==> src/rtl/param_cpu_core.sv <==
// Parametrised TD4-class accumulator CPU core.
// Two-phase FETCH/EXEC machine advanced by a one-cycle clk_en strobe.
module param_cpu_core #(
  parameter int                DATA_W  = 4,
  parameter int                ADRS_W  = 4,
  parameter logic [DATA_W-1:0] OUT_RST = '0
) (
  input  logic                clk,
  input  logic                reset,
  input  logic                clk_en,
  output logic [ADRS_W-1:0]   imem_adrs,
  input  logic [DATA_W+3:0]   imem_data,
  input  logic [DATA_W-1:0]   in_port,
  output logic [DATA_W-1:0]   out_port,
  output logic                halted,
  output logic [ADRS_W-1:0]   d_pc,
  output logic [DATA_W+3:0]   d_inst,
  output logic [DATA_W-1:0]   d_reg_a,
  output logic [DATA_W-1:0]   d_reg_b,
  output logic                d_carry,
  output logic [1:0]          d_phase
);

  localparam int INST_W = DATA_W + 4;

  typedef enum logic [1:0] {
    FETCH = 2'b00,
    EXEC  = 2'b01,
    HALT  = 2'b10
  } state_e;

  state_e              state_q, state_d;
  logic [ADRS_W-1:0]   pc_q, pc_d;
  logic [DATA_W-1:0]   a_q, a_d;
  logic [DATA_W-1:0]   b_q, b_d;
  logic [DATA_W-1:0]   out_q, out_d;
  logic                carry_q, carry_d;
  logic [INST_W-1:0]   inst_q, inst_d;

  logic [3:0]          op;
  logic [DATA_W-1:0]   imm;
  logic [ADRS_W-1:0]   pc_inc;
  logic [ADRS_W-1:0]   jmp_tgt;
  logic [DATA_W:0]     sum_a;
  logic [DATA_W:0]     sum_b;

  assign op      = inst_q[INST_W-1:DATA_W];
  assign imm     = inst_q[DATA_W-1:0];
  assign pc_inc  = pc_q + ADRS_W'(1);
  assign jmp_tgt = imm[ADRS_W-1:0];
  assign sum_a   = {1'b0, a_q} + {1'b0, imm};
  assign sum_b   = {1'b0, b_q} + {1'b0, imm};

  always_comb begin
    state_d = state_q;
    pc_d    = pc_q;
    a_d     = a_q;
    b_d     = b_q;
    out_d   = out_q;
    carry_d = carry_q;
    inst_d  = inst_q;
    if (clk_en) begin
      unique case (state_q)
        FETCH: begin
          inst_d  = imem_data;
          state_d = EXEC;
        end
        EXEC: begin
          pc_d    = pc_inc;
          carry_d = 1'b0;
          state_d = FETCH;
          case (op)
            4'b0000: {carry_d, a_d} = sum_a;
            4'b0101: {carry_d, b_d} = sum_b;
            4'b0011: a_d = imm;
            4'b0111: b_d = imm;
            4'b0001: a_d = b_q;
            4'b0100: b_d = a_q;
            4'b0010: a_d = in_port;
            4'b0110: b_d = in_port;
            4'b1001: out_d = b_q;
            4'b1011: out_d = imm;
            4'b1111: pc_d = jmp_tgt;
            4'b1110: pc_d = carry_q ? pc_inc : jmp_tgt;
            4'b1000: begin
              pc_d    = pc_q;
              carry_d = carry_q;
              state_d = HALT;
            end
            default: ;
          endcase
        end
        HALT: ;
        default: state_d = FETCH;
      endcase
    end
  end

  always_ff @(posedge clk or posedge reset) begin
    if (reset) begin
      state_q <= FETCH;
      pc_q    <= '0;
      a_q     <= '0;
      b_q     <= '0;
      out_q   <= OUT_RST;
      carry_q <= 1'b0;
      inst_q  <= '0;
    end else begin
      state_q <= state_d;
      pc_q    <= pc_d;
      a_q     <= a_d;
      b_q     <= b_d;
      out_q   <= out_d;
      carry_q <= carry_d;
      inst_q  <= inst_d;
    end
  end

  assign imem_adrs = pc_q;
  assign out_port  = out_q;
  assign halted    = (state_q == HALT);
  assign d_pc      = pc_q;
  assign d_inst    = inst_q;
  assign d_reg_a   = a_q;
  assign d_reg_b   = b_q;
  assign d_carry   = carry_q;
  assign d_phase   = state_q;

endmodule

==> config.mk <==
export PLATFORM = sky130hd
export DESIGN_NAME = param_cpu_core
export DESIGN_NICKNAME = d
export VERILOG_FILES = /design/src/rtl/param_cpu_core.sv
export SDC_FILE = /design/constraint.sdc
export NUM_CORES = 1
export LEC_CHECK = 0
export CAP_MARGIN = 20
export CORE_MARGIN = 4
export CORE_UTILIZATION = 42
export DETAILED_ROUTE_END_ITERATION = 8
export DONT_BUFFER_PORTS = 1
export GPL_ROUTABILITY_DRIVEN = 0
export PLACE_DENSITY = 0.59
export SLEW_MARGIN = 0
export SYNTH_ARGS = -nofsm -noshare
export SYNTH_HDL_FRONTEND = slang
export SYNTH_SLANG_ARGS = --single-unit
==> constraint.sdc <==
create_clock -name clk -period 2 [get_ports clk]
set_input_delay 0.2 -clock clk [delete_from_list [all_inputs] [get_ports clk]]
set_output_delay 0.2 -clock clk [all_outputs]
set_load 0.01 [all_outputs]
==> results.txt <==
Skew final -> 0.00411 ns
Count of buffers from port buffering -> 0
Achievable frequency -> 0.511 GHz
Detail Route Antenna Nets -> 0
Post-synth ARST share -> 100%
Fin crit period -> 1.96 ns
CTS Sinks -> 27
1st-pass router iterations -> 4
CTS root buf -> clkbuf_8
Synth top cells by count -> 27 x dfrtp_1, 11 x mux2_2, 10 x a21oi_1, 10 x nand2_1, 9 x ha_1
Synth cell types -> 38
Rows -> 23
Arrival time worst endpoint -> 2.13 ns
Clock power frac -> 9.0%
Skew-Pair Late Insertion Delay -> 0.28 ns
Worst VDD drop -> 0.000727 V
Gate Count Post-Synth -> 148
CTS tree -> yes
Largest net degree at the start of global routing -> 20
CP max FO -> 3
Chip height -> 72.2 um
Yosys reg bits -> 27
Total CTS buffers -> 3
Die X -> 72.2 um
Post-synth EDFFs -> 0
HP Class -> in -> reg
Core region area -> 4000 sq um
Total track usage -> 17.4%
Switch Pwr -> 1590 uW
Via count -> 1,240
First-pass GRT wire length -> 6990 um
Max clock buf depth -> 2
Avg WL per Cell -> 19.9 um
H-tree Lvls -> 1
Max Slew Vio Count -> 0
Vias in the first global route -> 1,294
Yosys top cell area share -> 39.1%
Final setup fails -> 0
Mapped Area -> 1730 sq um
Worst slew pin tran -> 0.751 ns
Crit-path cells -> ha_4 -> fa_2 -> xor2_1 -> mux4_2 -> mux2_4
Worst path max stage delay -> 0.45 ns
DRT iter0 DRCs -> 45
Via density -> 5.88
Area of the die -> 5210 sq um
Top Ports -> 47
Cell family with the largest share of critical-path delay -> multiplexers
Final Hold Violating Endpoints -> 0
Switching Fraction -> 44.7%
Top cells by area, synth -> dfrtp_1 39%, mux2_2 7.2%, ha_1 6.5%
Post-synthesis net count -> 174
Seq/Total Area, Yosys -> 39.1%
Leak Pwr -> 0.000888 uW
Max Cap Viol -> 0
Ys Warns -> 0
Element type at the critical path start -> register
Starting Density -> 43.2%
GRT Residual Overflow -> 0
DP HPWL -> 3240 um
Final wirelength -> 4200 um
Post-CTS Setup Bufs -> 0
Flop pwr share -> 36.0%
CP bufs+invs -> 0
Most used DFF post-synth -> dfrtp_1
Fraction of layout cells with a size suffix above 1 -> 30.4%
Number of diodes -> 0
# DRC -> 0
Slew headroom -> 49.9%
Critical Path Slowest Stage Cell -> dfrtp_2
Initial antenna violation count -> 0
Fin crit share -> 97.9%
Fin Hold WS -> 0.0524 ns
WP data required -> 2.17 ns
Clock-pin transition on the worst setup and hold timing paths -> 0.10 ns
Post-layout nets -> 188
PwrDens -> 1850 nW/um^2
Yosys top cell by area -> dfrtp_1
Worst Setup End Kind -> register
Crit Path Category -> reg -> reg
RSZ-0062 raised after global routing -> true
Setup_tns -> 0 ns
Combinational Power Share -> 55.0%
Outcome -> complete, no violations
Count leader, synth -> dfrtp_1
Internal power -> 1970 uW
FILL cells -> 391
Layout area overhead -> 11.3%
Synth Area per Inst -> 11.7 sq um
## power groups by stage
stage | registers [uW] | clock network [uW] | logic (uW)
floorplan | 1260 | 0 | 1390
finish | 1280 | 319 | 1960
detailed placement | 1290 | 0 | 1940
CTS | 1280 | 330 | 1960
global route | 1340 | 349 | 2180
global placement | 1270 | 0 | 1870
## cell type report
class / instances / area (sq um) / area share (%)
clock buffers: 3 / 41.3 / 2.15
clock inverters: 1 / 5.00 / 0.260
inverters: 6 / 22.5 / 1.17
multi-input cells: 107 / 986 / 51.2
flip-flops and latches: 27 / 677 / 35.2
well taps: 50 / 62.6 / 3.25
repair buffers: 17 / 130 / 6.76
## cell families (layout without fill, tap and decap cells)
| logic type | after synthesis | count (layout) | share of synthesized area [%] |
|---|---|---|---|
| AND/OR/NAND/NOR | 35 | 35 | 12.5 |
| buffers and inverters | 14 | 27 | 4.85 |
| flip-flops | 27 | 27 | 39.1 |
| adder cells (fa/ha/maj) | 11 | 11 | 8.83 |
| multiplexers | 27 | 27 | 22.1 |
| AO/OA/AOI/OAI | 32 | 32 | 11.7 |
| XOR/XNOR | 2 | 2 | 1.01 |
## flip-flops by register name (all words and copies together), names as in the netlist
register  count
d_carry       1
d_phase       2
d_reg_a       4
out_port      4
d_inst        8
d_pc          4
d_reg_b       4
## final timing paths
| kind | startpoint | end | slack, ns | depth (start not counted) |
|---|---|---|---|---|
| setup reg to reg | d_inst[0] | d_reg_b[2] | 0.04 | 5 |
| hold reg to reg | out_port[0] | out_port[0] | 0.61 | 2 |
| hold / removal | imem_data[4] | d_inst[4] | 0.05 | 2 |
| setup / recovery | d_inst[0] | d_reg_b[2] | 0.04 | 5 |
| max in group asynchronous | reset | d_pc[3] | 0.89 | 3 |
| min in group asynchronous | reset | out_port[0] | 0.49 | 2 |
## layer usage
| metal | track usage [%] | share of wire [%] |
|---|---|---|
| met2 | 29.2 | 50 |
| met3 | 3.46 | 6.0 |
| met5 | 0 | 0 |
| met4 | 3.76 | 0.76 |
| met1 | 23.4 | 43 |
## per-stage QoR
step | cells | area, sq um | power, uW | util [%] | setup slack [ns]
6_report | 211 | 1920 | 3560 | 48.1 | 0.0422
5_1_grt | 211 | 1920 | 3870 | 48.1 | -0.0168
4_1_cts | 211 | 1910 | 3570 | 47.8 | 0.00152
3_5_place_dp | 206 | 1860 | 3230 | 46.5 | -0.0223
3_3_place_gp | 206 | 1860 | 3140 | 46.5 | 0.0251
2_1_floorplan | 148 | 1740 | 2650 | - | -0.0156
## repair_timing
action | in CTS | in global routing
gates resized for setup | 1 | 2
hold buffers | 1 | 0
setup endpoints to repair | 1 | 2
pin swaps | 0 | 3
hold endpoints to repair | 18 | 0
## layout by cell type (no fill, tap or decap), drive strengths merged, types with 2 or more instances in the layout
| cell | synthesis | routed |
|---|---|---|
| a21o | 4 | 4 |
| nor3 | 2 | 2 |
| and3 | 2 | 2 |
| fa | 2 | 2 |
| mux2 | 14 | 14 |
| xor2 | 2 | 2 |
| nand3 | 5 | 5 |
| a21oi | 11 | 11 |
| inv | 6 | 6 |
| ha | 9 | 9 |
| a22oi | 2 | 2 |
| nor2b | 2 | 2 |
| nor2 | 7 | 7 |
| buf | 8 | 16 |
| a211oi | 2 | 2 |
| nand2 | 10 | 10 |
| o21ai | 7 | 7 |
| clkbuf | 0 | 3 |
| mux4 | 6 | 6 |
| mux2i | 7 | 7 |
| dfrtp | 27 | 27 |
Power figures use the tool's default switching activity.
